==> config.mk <==
export PLATFORM = sky130hd
export DESIGN_NAME = ctl_score_bcd
export DESIGN_NICKNAME = d
export VERILOG_FILES = /design/src/rtl/ctl_score_pkg.sv /design/src/rtl/bcd_digit_add.sv /design/src/rtl/ctl_score_bcd.sv
export SDC_FILE = /design/constraint.sdc
export NUM_CORES = 1
export LEC_CHECK = 0
export ABC_AREA = 1
export ABC_CLOCK_PERIOD_IN_PS = 4950
export CAP_MARGIN = 5
export CORE_ASPECT_RATIO = 1.1
export CORE_MARGIN = 10
export CORE_UTILIZATION = 58
export DETAILED_ROUTE_END_ITERATION = 10
export PLACE_DENSITY = 0.85
export SETUP_SLACK_MARGIN = 0.1
export SLEW_MARGIN = 10
export SYNTH_ARGS = -nofsm -noshare
export SYNTH_HDL_FRONTEND = slang
export SYNTH_SLANG_ARGS = --single-unit
export TNS_END_PERCENT = 20
==> constraint.sdc <==
create_clock -name clk -period 4.95 [get_ports clk]
set_input_delay 0.99 -clock clk [delete_from_list [all_inputs] [get_ports clk]]
set_output_delay 0.99 -clock clk [all_outputs]
set_load 0.02 [all_outputs]
==> src/rtl/ctl_score_pkg.sv <==
// Shared types and constants for the serial BCD score counter.
package ctl_score_pkg;

    typedef logic [3:0] bcd_t;

    localparam bcd_t BCD_MAX = 4'd9;

    typedef enum logic {
        IDLE,
        ADD
    } state_t;

endpackage

==> src/rtl/bcd_digit_add.sv <==
// Combinational single-digit BCD adder with carry in/out.
module bcd_digit_add
    import ctl_score_pkg::*;
(
    input  bcd_t a,
    input  bcd_t b,
    input  logic cin,
    output bcd_t sum,
    output logic cout
);

    logic [4:0] raw;

    always_comb begin
        raw = 5'(a) + 5'(b) + 5'(cin);
        if (raw > 5'(BCD_MAX)) begin
            sum  = 4'(raw - 5'd10);
            cout = 1'b1;
        end else begin
            sum  = raw[3:0];
            cout = 1'b0;
        end
    end

endmodule

==> src/rtl/ctl_score_bcd.sv <==
// Serial packed-BCD score counter: one digit per clock, atomic commit, queued hits.
// Optional high-score register enabled by defining CTL_SCORE_HISCORE_EN.
module ctl_score_bcd
    import ctl_score_pkg::*;
#(
    parameter int unsigned DIGITS     = 4,
    parameter int unsigned HIT_POINTS = 1,
    parameter int unsigned SATURATE   = 1,
    parameter int unsigned PENDING_W  = 3
) (
    input  logic                clk,
    input  logic                rst,
    input  logic                reset_score,
    input  logic                hit,
    output logic [DIGITS*4-1:0] score,
    output logic                busy,
    output logic                overflow,
    output logic [DIGITS*4-1:0] hiscore,
    output logic                new_high
);

    localparam int unsigned W     = DIGITS * 4;
    localparam int unsigned IDX_W = $clog2(DIGITS);
    localparam bcd_t                 ADDEND   = bcd_t'(HIT_POINTS);
    localparam logic [W-1:0]         NINES    = {DIGITS{BCD_MAX}};
    localparam logic [PENDING_W-1:0] PEND_MAX = '1;

    state_t               state_q, state_d;
    logic [IDX_W-1:0]     idx_q, idx_d;
    logic                 carry_q, carry_d;
    bcd_t [DIGITS-1:0]    work_q, work_d;
    logic [W-1:0]         score_q, score_d;
    logic [PENDING_W-1:0] pending_q, pending_d, pend_eff;
    logic                 overflow_q, overflow_d;
    logic                 hit_last_q, hit_edge, last_digit, commit;
    bcd_t                 dig_b, dig_sum;
    logic                 dig_cout;

    assign hit_edge   = hit & ~hit_last_q;
    assign last_digit = (idx_q == IDX_W'(DIGITS - 1));
    assign commit     = (state_q == ADD) && last_digit && !reset_score;
    assign dig_b      = (idx_q == '0) ? ADDEND : '0;
    assign pend_eff   = !hit_edge                ? pending_q :
                        (pending_q == PEND_MAX)  ? pending_q : pending_q + 1'b1;

    bcd_digit_add u_digit (
        .a    (work_q[idx_q]),
        .b    (dig_b),
        .cin  (carry_q),
        .sum  (dig_sum),
        .cout (dig_cout)
    );

    always_comb begin
        state_d    = state_q;
        idx_d      = idx_q;
        carry_d    = carry_q;
        work_d     = work_q;
        score_d    = score_q;
        pending_d  = pending_q;
        overflow_d = overflow_q;
        if (reset_score) begin
            state_d    = IDLE;
            score_d    = '0;
            overflow_d = 1'b0;
            pending_d  = '0;
        end else if (state_q == IDLE) begin
            if (hit_edge) begin
                state_d = ADD;
                work_d  = score_q;
                idx_d   = '0;
                carry_d = 1'b0;
            end
        end else begin
            work_d[idx_q] = dig_sum;
            carry_d       = dig_cout;
            idx_d         = idx_q + 1'b1;
            pending_d     = pend_eff;
            if (commit) begin
                score_d = work_d;
                if (dig_cout) begin
                    overflow_d = 1'b1;
                    if (SATURATE != 0) score_d = NINES;
                end
                // Chain straight into the next queued add from the value just committed.
                if (pend_eff != '0) begin
                    pending_d = pend_eff - 1'b1;
                    work_d    = score_d;
                    idx_d     = '0;
                    carry_d   = 1'b0;
                end else begin
                    state_d = IDLE;
                end
            end
        end
    end

    always_ff @(posedge clk) begin
        if (rst) begin
            state_q    <= IDLE;
            idx_q      <= '0;
            carry_q    <= 1'b0;
            work_q     <= '0;
            score_q    <= '0;
            pending_q  <= '0;
            overflow_q <= 1'b0;
            hit_last_q <= 1'b0;
        end else begin
            state_q    <= state_d;
            idx_q      <= idx_d;
            carry_q    <= carry_d;
            work_q     <= work_d;
            score_q    <= score_d;
            pending_q  <= pending_d;
            overflow_q <= overflow_d;
            hit_last_q <= hit;
        end
    end

    assign score    = score_q;
    assign busy     = (state_q == ADD);
    assign overflow = overflow_q;

`ifdef CTL_SCORE_HISCORE_EN
    logic         commit_d_q;
    logic [W-1:0] hiscore_q;
    logic         new_high_q;

    // Packed BCD orders like its decimal value, so a plain unsigned compare suffices.
    always_ff @(posedge clk) begin
        if (rst) begin
            commit_d_q <= 1'b0;
            hiscore_q  <= '0;
            new_high_q <= 1'b0;
        end else begin
            commit_d_q <= commit;
            new_high_q <= 1'b0;
            if (commit_d_q && (score_q > hiscore_q)) begin
                hiscore_q  <= score_q;
                new_high_q <= 1'b1;
            end
        end
    end

    assign hiscore  = hiscore_q;
    assign new_high = new_high_q;
`else
    assign hiscore  = '0;
    assign new_high = 1'b0;
`endif

endmodule
==> summary.txt <==
Status
  • Status: finished, final reports clean

Global route
  • Total grt overflow: 0
  • First-pass GRT wire length: 10,600 um
  • Antenna violations before repair: 0
  • Vias in the first global route: 2,270
  • Global-route usage over all layers: 0.165
  • Pin count of the biggest net entering global routing: 26

Floorplanning
  • Ports: 39
  • Die X-Extent: 83.4 um
  • Initial Util: 0.598
  • Die Y: 89.7 um
  • Core box area: 0.00429 sq mm
  • Row cnt: 25
  • Die Area: 0.00748 sq mm

STA
  • Clock Skew: 5.87 ps
  • Final setup viols: 0
  • Fmax: 315 MHz
  • Slew HR: 0.418
  • Fin Setup TNS: 0 ps
  • Number of hold violations in the final report: 0
  • RSZ-0062 raised after global routing: no
  • Minimum clock period: 3170 ps
  • Worst slew pin tran: 871 ps
  • Max Slew Vio Count: 0
  • Period utilization: 0.641

Finish
  • Area added between synthesis and finish: 10.1%
  • Most frequent cells in the layout: 90 x nand2_1, 41 x dfxtp_1, 38 x nand3_1
  • Fillers: 380
  • Post-layout net count: 399
  • Most common cell after layout, fill and taps aside: nand2_1
  • Finished Cell Area: 0.00282 sq mm
  • Share of cells above drive strength 1: 0.109
  • Utilization after layout: 0.658
  • Ant diodes: 0

CTS
  • CTS max path bufs: 2
  • Setup Buffers After CTS: 0
  • Reg clk slew, reported paths: 80 ps
  • Post_cts resized: 0
  • Clock buffer count from CTS: 5
  • Num Clock Sinks: 41
  • # hold bufs at CTS: 0
  • Root Driver: clkbuf_8
  • H-tree levels: 2
  • CTS tree: yes
  • Clk Latency, worst-skew pair: 300 ps

Place
  • Hpwl dp: 4550 um
  • Port bufs: 21
  • Routability Congestion: 0.937
  • Cell Area, Placed: 0.00272 sq mm

Synthesis
  • Synth top area share: 0.320
  • Largest cells by area after synthesis: dfxtp_1 32%, nand2_1 13%, nand3_1 7.4%
  • Yosys top cell by area: dfxtp_1
  • Netlist Area Pre-Place: 0.00256 sq mm
  • Synth Instances: 367
  • Sequential area share after synthesis: 0.320
  • Synthesis-stage register bit count: 41
  • YS warnings: 0
  • Mean Syn Cell Area: 6.98 sq um
  • Distinct cell type count after synthesis: 33

Power and ir drop
  • Pwr dens: 241 mW/mm^2
  • LEAKAGE: 1.13 nW
  • Total power: 0.000680 W
  • Peak supply drop: 0.000165 V

Setup path
  • Worst Path Arrival: 3410 ps
  • Crit. End Element: flip-flop
  • CP Max Fanout: 13
  • Kind of critical path: flip-flop to flip-flop
  • Req. time, crit path: 5190 ps
  • Worst setup SP type: flip-flop

Route
  • Met2 routed WL: 3030 um
  • Drt pass-1 iters: 7
  • Avg Vias per Cell: 5.48
  • WL per Instance: 14.3 um
  • Antenna viol nets, final: 0
  • Met3 WL: 443 um
  • Top routing layer used: met4
  • Number of remaining DRC errors: 0
  • WL final: 6290 um
  • DR iter-0 viols: 232
  • Total number of vias: 2,405
  • Met1 WL: 2720 um

Min path
  • Class of the worst hold path: flip-flop to flip-flop

Flow run
  • Max Cap Violations: 0
logic make-up after synthesis:
kind of cell / count (synthesis) / share of synthesized area
AOI/OAI and AO/OA: 75 / 0.168
xor gates and xnor gates: 2 / 0.00684
adders and majority gates: 11 / 0.0566
buffers and inverters: 63 / 0.127
DFF: 41 / 0.320
other: 1 / 0.00146
and+or+nand+nor: 174 / 0.320
critical path: stages, from the launching register on:
cell	delay, ps
dfxtp_1	450
inv_2	270
ha_1	410
inv_1	130
fa_1	410
inv_1	90
ha_1	240
inv_1	140
nand3_1	120
nand3_2	120
nand2_4	120
nand3_4	150
nand2_2	80
inv_4	150
nand3_2	80
a21oi_2	130
registers in the layout (all words and copies together) (netlist names):
name        flops
score          16
carry_q         1
hit_last_q      1
overflow        1
busy            1
work_q         16
idx_q           2
pending_q       3
cell type report:
class	instances	area (sq um)	area share
clock buffer	7	96.3	0.0341
clock inverter	1	5.00	0.00177
inverter	34	130	0.0461
multi-input combinational	279	1480	0.523
sequential	41	821	0.291
tap	54	67.6	0.0239
timing repair buffer	23	225	0.0798
metrics by stage:
stage	hold WS (ps)	cells	setup slack, ps
after floorplan	449	383	2380
after global placement	459	431	1760
after detailed placement	464	431	1670
after CTS	483	439	1830
after global routing	508	439	1570
final	483	439	1780
metal layers:
| layer | up-vias | track usage |
|---|---|---|
| met3 | 7 | 0.0569 |
| li1 | 1205 | - |
| met4 | 0 | 0.0781 |
| met5 | - | 0 |
| met1 | 1122 | 0.191 |
| met2 | 71 | 0.265 |
worst paths after layout:
| path | start | endpoint | slack (ps) | depth (start not counted) |
|---|---|---|---|---|
| max reg2reg | idx_q[0] | work_q[14] | 1780 | 15 |
| min reg2reg | score[13] | score[13] | 480 | 2 |
| min | score[13] | score[13] | 480 | 2 |
| max | idx_q[0] | work_q[14] | 1780 | 15 |
synth_stat cells:
cell type and number:
clkbuf_1 8, nand3_1 38, xor2_1 1, a41oi_1 1
nand3_2 6, a211oi_1 1, a21oi_2 7, inv_4 1
dfxtp_1 41, conb_1 1, xnor2_1 1, nor3_4 1
nor2_8 1, fa_1 1, a32o_1 1, or2_2 6
nand2_4 1, inv_1 29, buf_1 1, nand2_1 90
o211ai_1 4, buf_4 17, buf_6 3, clkinv_1 1
nand3_4 1, o21ai_0 22, nand2_2 5, nand3b_1 1
a21oi_1 37, nor2_1 24, a221oi_1 2, ha_1 10
inv_2 3
power by group:
group,leakage (nW),switching (W),internal (W)
Clock,0.0542,0.000120,0.000126
Sequential,0.332,0.00000810,0.000337
Combinational,0.741,0.0000627,0.0000259
Total,1.13,0.000191,0.000489
Note: power is estimated with default switching activity, not from simulation.
